**src/rtl/slice_pkg.sv**
```systemverilog
// Shared definitions for the slice controller and the slice testbench.
package slice_pkg;

  // Controller phases of one job: idle, weight load, image stream,
  // result drain and a one-cycle completion state.
  typedef enum logic [2:0] {
    IDLE   = 3'd0,
    LOAD   = 3'd1,
    STREAM = 3'd2,
    DRAIN  = 3'd3,
    DONE   = 3'd4
  } slice_state_t;

  // Width of an index over n items, never narrower than one bit.
  function automatic int idx_width(input int n);
    return (n > 1) ? $clog2(n) : 1;
  endfunction

endpackage

```
**src/rtl/slice_ctrl.sv**
```systemverilog
// Sequences one MAC slice through a job: load one weight per MAC,
// stream the image words, then wait for as many results as image words.
module slice_ctrl
  import slice_pkg::*;
#(
  parameter int MAC_NB       = 3,
  parameter int WEIGHT_WIDTH = 8,
  parameter int IMAGE_WIDTH  = 16,
  parameter int LEN_WIDTH    = 16
) (
  input  logic                          clk,
  input  logic                          rst,
  input  logic [LEN_WIDTH-1:0]          cfg_len,
  input  logic                          cfg_valid,
  output logic                          cfg_ready,
  input  logic [WEIGHT_WIDTH-1:0]       wgt_in,
  input  logic                          wgt_in_valid,
  output logic                          wgt_in_ready,
  output logic [WEIGHT_WIDTH-1:0]       weight,
  output logic [MAC_NB-1:0]             weight_valid,
  input  logic [IMAGE_WIDTH*MAC_NB-1:0] img_in,
  input  logic                          img_in_valid,
  output logic                          img_in_ready,
  output logic [IMAGE_WIDTH*MAC_NB-1:0] image,
  output logic                          image_valid,
  input  logic                          result_valid,
  output logic                          busy,
  output logic                          done
);

  localparam int                   IDX_W    = idx_width(MAC_NB);
  localparam logic [IDX_W-1:0]     LAST_IDX = IDX_W'(MAC_NB - 1);
  localparam logic [LEN_WIDTH-1:0] LEN_ONE  = LEN_WIDTH'(1);

  slice_state_t         state;
  slice_state_t         state_next;
  logic [LEN_WIDTH-1:0] len_q;
  logic [LEN_WIDTH-1:0] img_cnt;
  logic [LEN_WIDTH-1:0] res_cnt;
  logic [LEN_WIDTH-1:0] res_cnt_next;
  logic [IDX_W-1:0]     wgt_idx;
  logic                 cfg_acc;
  logic                 wgt_acc;
  logic                 img_acc;
  logic                 last_wgt;
  logic                 last_img;
  logic                 res_inc;

  // Ready signals come straight from state and counters so a source sees
  // them in the same cycle; img_cnt < len_q keeps the count from wrapping.
  assign cfg_ready    = (state == IDLE);
  assign wgt_in_ready = (state == LOAD);
  assign img_in_ready = (state == STREAM) && (img_cnt < len_q);

  assign cfg_acc  = cfg_valid && cfg_ready;
  assign wgt_acc  = wgt_in_valid && wgt_in_ready;
  assign img_acc  = img_in_valid && img_in_ready;
  assign last_wgt = wgt_acc && (wgt_idx == LAST_IDX);
  assign last_img = img_acc && (img_cnt == len_q - LEN_ONE);

  // Results only count while a job is streaming or draining, and the count
  // stops at the job length so stray extra pulses cannot overflow it.
  assign res_inc      = result_valid && ((state == STREAM) || (state == DRAIN))
                        && (res_cnt < len_q);
  assign res_cnt_next = res_inc ? (res_cnt + LEN_ONE) : res_cnt;

  // Next-state decode; DRAIN looks at the updated result count so the job
  // finishes in the same edge that takes the final result.
  always_comb begin
    state_next = state;
    case (state)
      IDLE:    if (cfg_acc) state_next = LOAD;
      LOAD:    if (last_wgt) state_next = (len_q != '0) ? STREAM : DONE;
      STREAM:  if (last_img) state_next = DRAIN;
      DRAIN:   if (res_cnt_next == len_q) state_next = DONE;
      DONE:    state_next = IDLE;
      default: state_next = IDLE;
    endcase
  end

  // State register.
  always_ff @(posedge clk) begin
    if (!rst) begin
      state <= IDLE;
    end else begin
      state <= state_next;
    end
  end

  // Job length and the weight, image and result counters; a new job
  // starts them all from zero.
  always_ff @(posedge clk) begin
    if (!rst) begin
      len_q   <= '0;
      img_cnt <= '0;
      res_cnt <= '0;
      wgt_idx <= '0;
    end else if (cfg_acc) begin
      len_q   <= cfg_len;
      img_cnt <= '0;
      res_cnt <= '0;
      wgt_idx <= '0;
    end else begin
      if (wgt_acc) begin
        wgt_idx <= last_wgt ? '0 : (wgt_idx + 1'b1);
      end
      if (img_acc) begin
        img_cnt <= img_cnt + LEN_ONE;
      end
      res_cnt <= res_cnt_next;
    end
  end

  // Registered slice-facing outputs: each accepted word is forwarded one
  // cycle later, data registers hold between transfers.
  always_ff @(posedge clk) begin
    if (!rst) begin
      weight       <= '0;
      weight_valid <= '0;
      image        <= '0;
      image_valid  <= 1'b0;
      busy         <= 1'b0;
      done         <= 1'b0;
    end else begin
      weight_valid <= wgt_acc ? (MAC_NB'(1) << wgt_idx) : '0;
      if (wgt_acc) begin
        weight <= wgt_in;
      end
      image_valid <= img_acc;
      if (img_acc) begin
        image <= img_in;
      end
      busy <= (state_next != IDLE);
      done <= (state_next == DONE);
    end
  end

endmodule
```
**config.mk**
```make
export PLATFORM = sky130hd
export DESIGN_NAME = slice_ctrl
export DESIGN_NICKNAME = d
export VERILOG_FILES = /design/src/rtl/slice_pkg.sv /design/src/rtl/slice_ctrl.sv
export SDC_FILE = /design/constraint.sdc
export NUM_CORES = 1
export LEC_CHECK = 0
export BUFFER_PORTS_ARGS = -buffer_cell sky130_fd_sc_hd__buf_2
export CAP_MARGIN = 20
export CORE_ASPECT_RATIO = 2
export CORE_UTILIZATION = 45
export DETAILED_ROUTE_END_ITERATION = 8
export MAX_ROUTING_LAYER = met4
export PLACE_DENSITY = 0.78
export SLEW_MARGIN = 30
export SYNTH_ARGS = -nofsm -noshare
export SYNTH_HDL_FRONTEND = slang
export SYNTH_SLANG_ARGS = --single-unit
```
**constraint.sdc**
```tcl
create_clock -name clk -period 5.4 [get_ports clk]
set_input_delay 1.62 -clock clk [delete_from_list [all_inputs] [get_ports clk]]
set_output_delay 1.62 -clock clk [all_outputs]
set_load 0.02 [all_outputs]
```
; Word-level counts from Yosys, hierarchy flattened
; Index checks and enable logic that the tools add are counted.
[totals]
elab_cells = 48
inputBits = 78
register_bits = 115
output_inout_bits = 65
[op_classes]
bitwise = 1
reduce_logical = 14
n_shift = 1
magnitude_cmp = 2
n_mux = 8
n_eq_ne = 7
add_sub_neg = 4
[ops]
columns = op, n
row1 = $add 16x1->16 const B, 2
row2 = $eq 16x16->1, 2
row3 = $lt 16x16->1, 2
row4 = $mux 16, 1
row5 = $reduce_bool 16->1, 1
row6 = $sub 16x1->16 const B, 1
row7 = $mux 3, 5
row8 = $pmux 3 s4, 1
row9 = $logic_and 1x1->1, 8
row10 = $eq 3x2->1 const B, 2
row11 = $eq 3x1->1 const B, 1
row12 = $eq 3x3->1 const B, 1
row13 = $logic_not 3->1, 1
row14 = $reduce_bool 3->1, 1
row15 = $shl 1x2->3 const A, 1
row16 = $add 2x1->2 const B, 1
row17 = $eq 2x2->1 const B, 1
row18 = $mux 2, 1
row19 = $reduce_and 2->1, 1
row20 = $reduce_or 2->1, 1
row21 = $logic_or 1x1->1, 1
row22 = $not 1->1, 1

; Logic depth before layout (Yosys ltp)
[depth]
ltp_word = 9
ltp_mapped = 15

; Worst setup path after synthesis
; OpenSTA, ideal clock, no wires.
[synth_timing]
path_kind = register -> output
startpoint = register len_q[4]
endpoint = output img_in_ready
slack_ns = 1.259
stages_incl_launch_ff = 11
path_buffers = 1
t_arrival_ns = 2.521
path_cell_list = dfxtp_1 > clkbuf_1 > inv_1 > ha_1 > o21a_1 > o21a_1 > o21ai_0 > a21oi_1 > o21ai_0 > nand2_1 > nor4_1
[synth_between]
elab_chain_len = 2
[synth_lines]
columns = item, line
row1 = from (decl), slice_ctrl.sv:37  ; logic [LEN_WIDTH-1:0] len_q;
row2 = from (signal assigned), slice_ctrl.sv:99  ; len_q <= cfg_len;
row3 = $lt 16x16->1, slice_ctrl.sv:53  ; assign img_in_ready = (state == STREAM) && (img_cnt < len_q);
row4 = $logic_and 1x1->1, slice_ctrl.sv:53
row5 = to (decl), slice_ctrl.sv:23  ; output logic img_in_ready,
; No other way between the ends.

; Final worst setup path
[layout_timing]
startpoint = register len_q[5]
endpoint = output img_in_ready
; The elaborated chain is that of the path after synthesis.

==> metrics.txt <==
status=completed; first-pass GRT wire length=approximately 28,000 um; Post-Syn Nets=822; max_slew headroom=0.374; Vias per Instance=~5.6; RSZ-0062 raised after global routing=no; CTS tree=yes; fin. max-slew vios=0; VDD IR max=0.000223 V; Hold Vio Cnt, Final=0; routability cong.=0.998; DRT Pass-1 Iters=5; Crit Reg-Reg Startpoint=len_q[9]; Worst Max-Slew Pin Slew=between 0.9 and 1 ns; PwrDens=around 300 nW/um^2; # setup viols final=0; Area Overhead vs Synth=22.1%; vias in the first global route=about 5,700; Syn. warnings=0; initial antenna violation count=0; share of the synthesized area in the top cell type=0.373; max-cap viol count=0; post-route cell area=approximately 7500 um^2; Starting DRT DRC Count=~300; die area=14,200 um^2; EDFF count, synth=0; Vias=5,680; IO Pins=143; endpoint class of the critical path=output pin; worst setup path category=flip-flop to output pin; crit-path max FO=10; worst path arrival time=slightly above 3 ns; Switch Pwr=0.617 mW; synth cell count leaders=dfxtp_1, nor2_1, nand2_1; Area contributors post-synth=dfxtp_1, mux2i_1, ha_1; HP Start=weight[0]; final WL=17,400 um; cells after synthesis=approximately 710; Internal=between 1.5 and 2 mW; CTS Buffer Depth=2; Diodes inserted=0; core outline area=13,400 um^2; DRT antenna net count=0; total setup buffers inserted after CTS=0; drc violations=0; Clock power frac=0.499; # clock sinks=roughly 120; cts repair resizes=0; WL/cell=~17 um; number of synthesized register bits=115; Worst Setup Start Kind=flip-flop; Final period util=0.863; hold buffer count at cts=0; Starting Density=0.459; Main synth FF type=dfxtp_1; total congestion overflow=0; Avg Inst Size Synth=roughly 8.7 um^2; Distinct cells, synth=between 70 and 80; Tot GR Track Use=0.263; Leak=approximately 3.5 nW; Reg clk slew, reported paths=roughly 0.060 ns; clock latency on the worst-skew pair=around 0.42 ns; most common cell in the synthesized netlist=dfxtp_1; Die Span Y=168 um; Chip Width=84.8 um; Final #Nets=around 950; largest net degree at the start of global routing=48; synthesized cell area=roughly 6000 um^2; root buffer cell=clkbuf_16; Gate power share=0.105; crit path launch=len_q[5]; Critical Path RT=between 3 and 4 ns; FMAX=214 MHz; PortBufs=142; Tmin final=4.66 ns; row cnt=60; Sequential Power Share=0.396; asr flop ratio synth=0; deepest level of the CTS H-tree=4; CTS buffer count=17; register area share after synthesis=0.373; Tightest Hold Check Type=flip-flop to flip-flop; share of layout cells above drive strength 1=0.241; dpl hpwl=between 10,000 and 15,000 um; clk_skew=~0.011 ns; cell taking the most area after synthesis=dfxtp_1; Switching Share=0.277; Fin Setup TNS=0 ns; Placed Area=around 6900 um^2
-- area by class of cell --
type                            instances  area [um^2]
Sequential cell                       115         2300
Clock inverter                         15          159
Timing Repair Buffer                  146          741
Fill cell                            1170         5910
Inverter                               21         78.8
Multi-Input combinational cell        538         3630
Clock buffer                           17          425
Tap cell                              155          194
-- metrics by stage --
stage	hold slack (ns)	setup slack (ns)	cells	util	power [mW]
after floorplan	0.463	1.26	709	-	1.05
after global placement	0.440	1.27	975	0.517	1.13
after detailed placement	0.445	1.17	975	0.517	1.13
after CTS	0.452	0.716	1007	0.561	2.25
after global routing	0.470	0.369	1007	0.561	2.30
final	0.451	0.737	1007	0.561	2.23
-- worst max-delay path: stages, from the launching register on --
cell and delay (ns):
dfxtp_1 0.64, inv_1 0.13, ha_1 0.34, a2111oi_0 0.39, a21oi_1 0.16, o21ai_0 0.35
nand2_1 0.10, nor4_1 0.28, buf_2 0.24
-- state kept, by name (all words and copies together), names as in the netlist --
| signal | count |
|---|---|
| wgt_idx | 2 |
| res_cnt | 16 |
| image | 48 |
| image_valid | 1 |
| weight | 8 |
| state | 3 |
| len_q | 16 |
| img_cnt | 16 |
| done | 1 |
| busy | 1 |
| weight_valid | 3 |
-- cell families (layout without fill, tap and decap cells) --
logic type	after synthesis	after routing	share of synthesized area
compound gates	98	98	0.107
simple gates	297	297	0.242
mux	52	52	0.0844
fa+ha+maj	35	35	0.0710
flops	115	115	0.373
buf+inv	56	199	0.0402
xor+xnor	56	56	0.0817
-- per-layer routing --
layer  global-route usage  share of wire  vias up
met3               0.0517          0.044       74
met1                0.245           0.35     2651
met4                0.219          0.080        0
li1                     -              -     2737
met5                    -              0        -
met2                0.455           0.53      218
-- power by group through the flow --
stage	clock [mW]	combinational [mW]	sequential (mW)
2_1_floorplan	0	0.163	0.892
3_3_place_gp	0	0.227	0.899
3_5_place_dp	0	0.230	0.900
4_1_cts	1.13	0.234	0.881
5_1_grt	1.16	0.258	0.883
6_report	1.11	0.235	0.882
-- layout by cell type, fill, tap and decap left out, types with 4 or more instances in the layout --
master     count
xnor2_1       29
nor4_1         5
o21ai_0        6
dfxtp_1      115
mux2i_1       52
a21o_1         5
inv_1         19
nor2_1        99
o21a_1         5
a21oi_1       42
nor3b_1        4
buf_4          4
nand4_1       13
nor3_1        18
a31oi_1        5
inv_6          6
buf_2        142
o31ai_1        4
ha_1          35
nand2_1       83
and2_1         7
o211ai_1       5
and3_1         7
inv_8          4
or3_1          5
clkbuf_16     17
nand3_1       22
xor2_1        26
-- worst paths after layout --
kind	cells past startpoint	endpoint	slack (ns)
min	2	weight[0]	0.45
max	8	img_in_ready	0.74
max reg2reg	12	state[1]	1.33
min reg2reg	2	weight[0]	0.45
(Power assumes the default switching activity.)
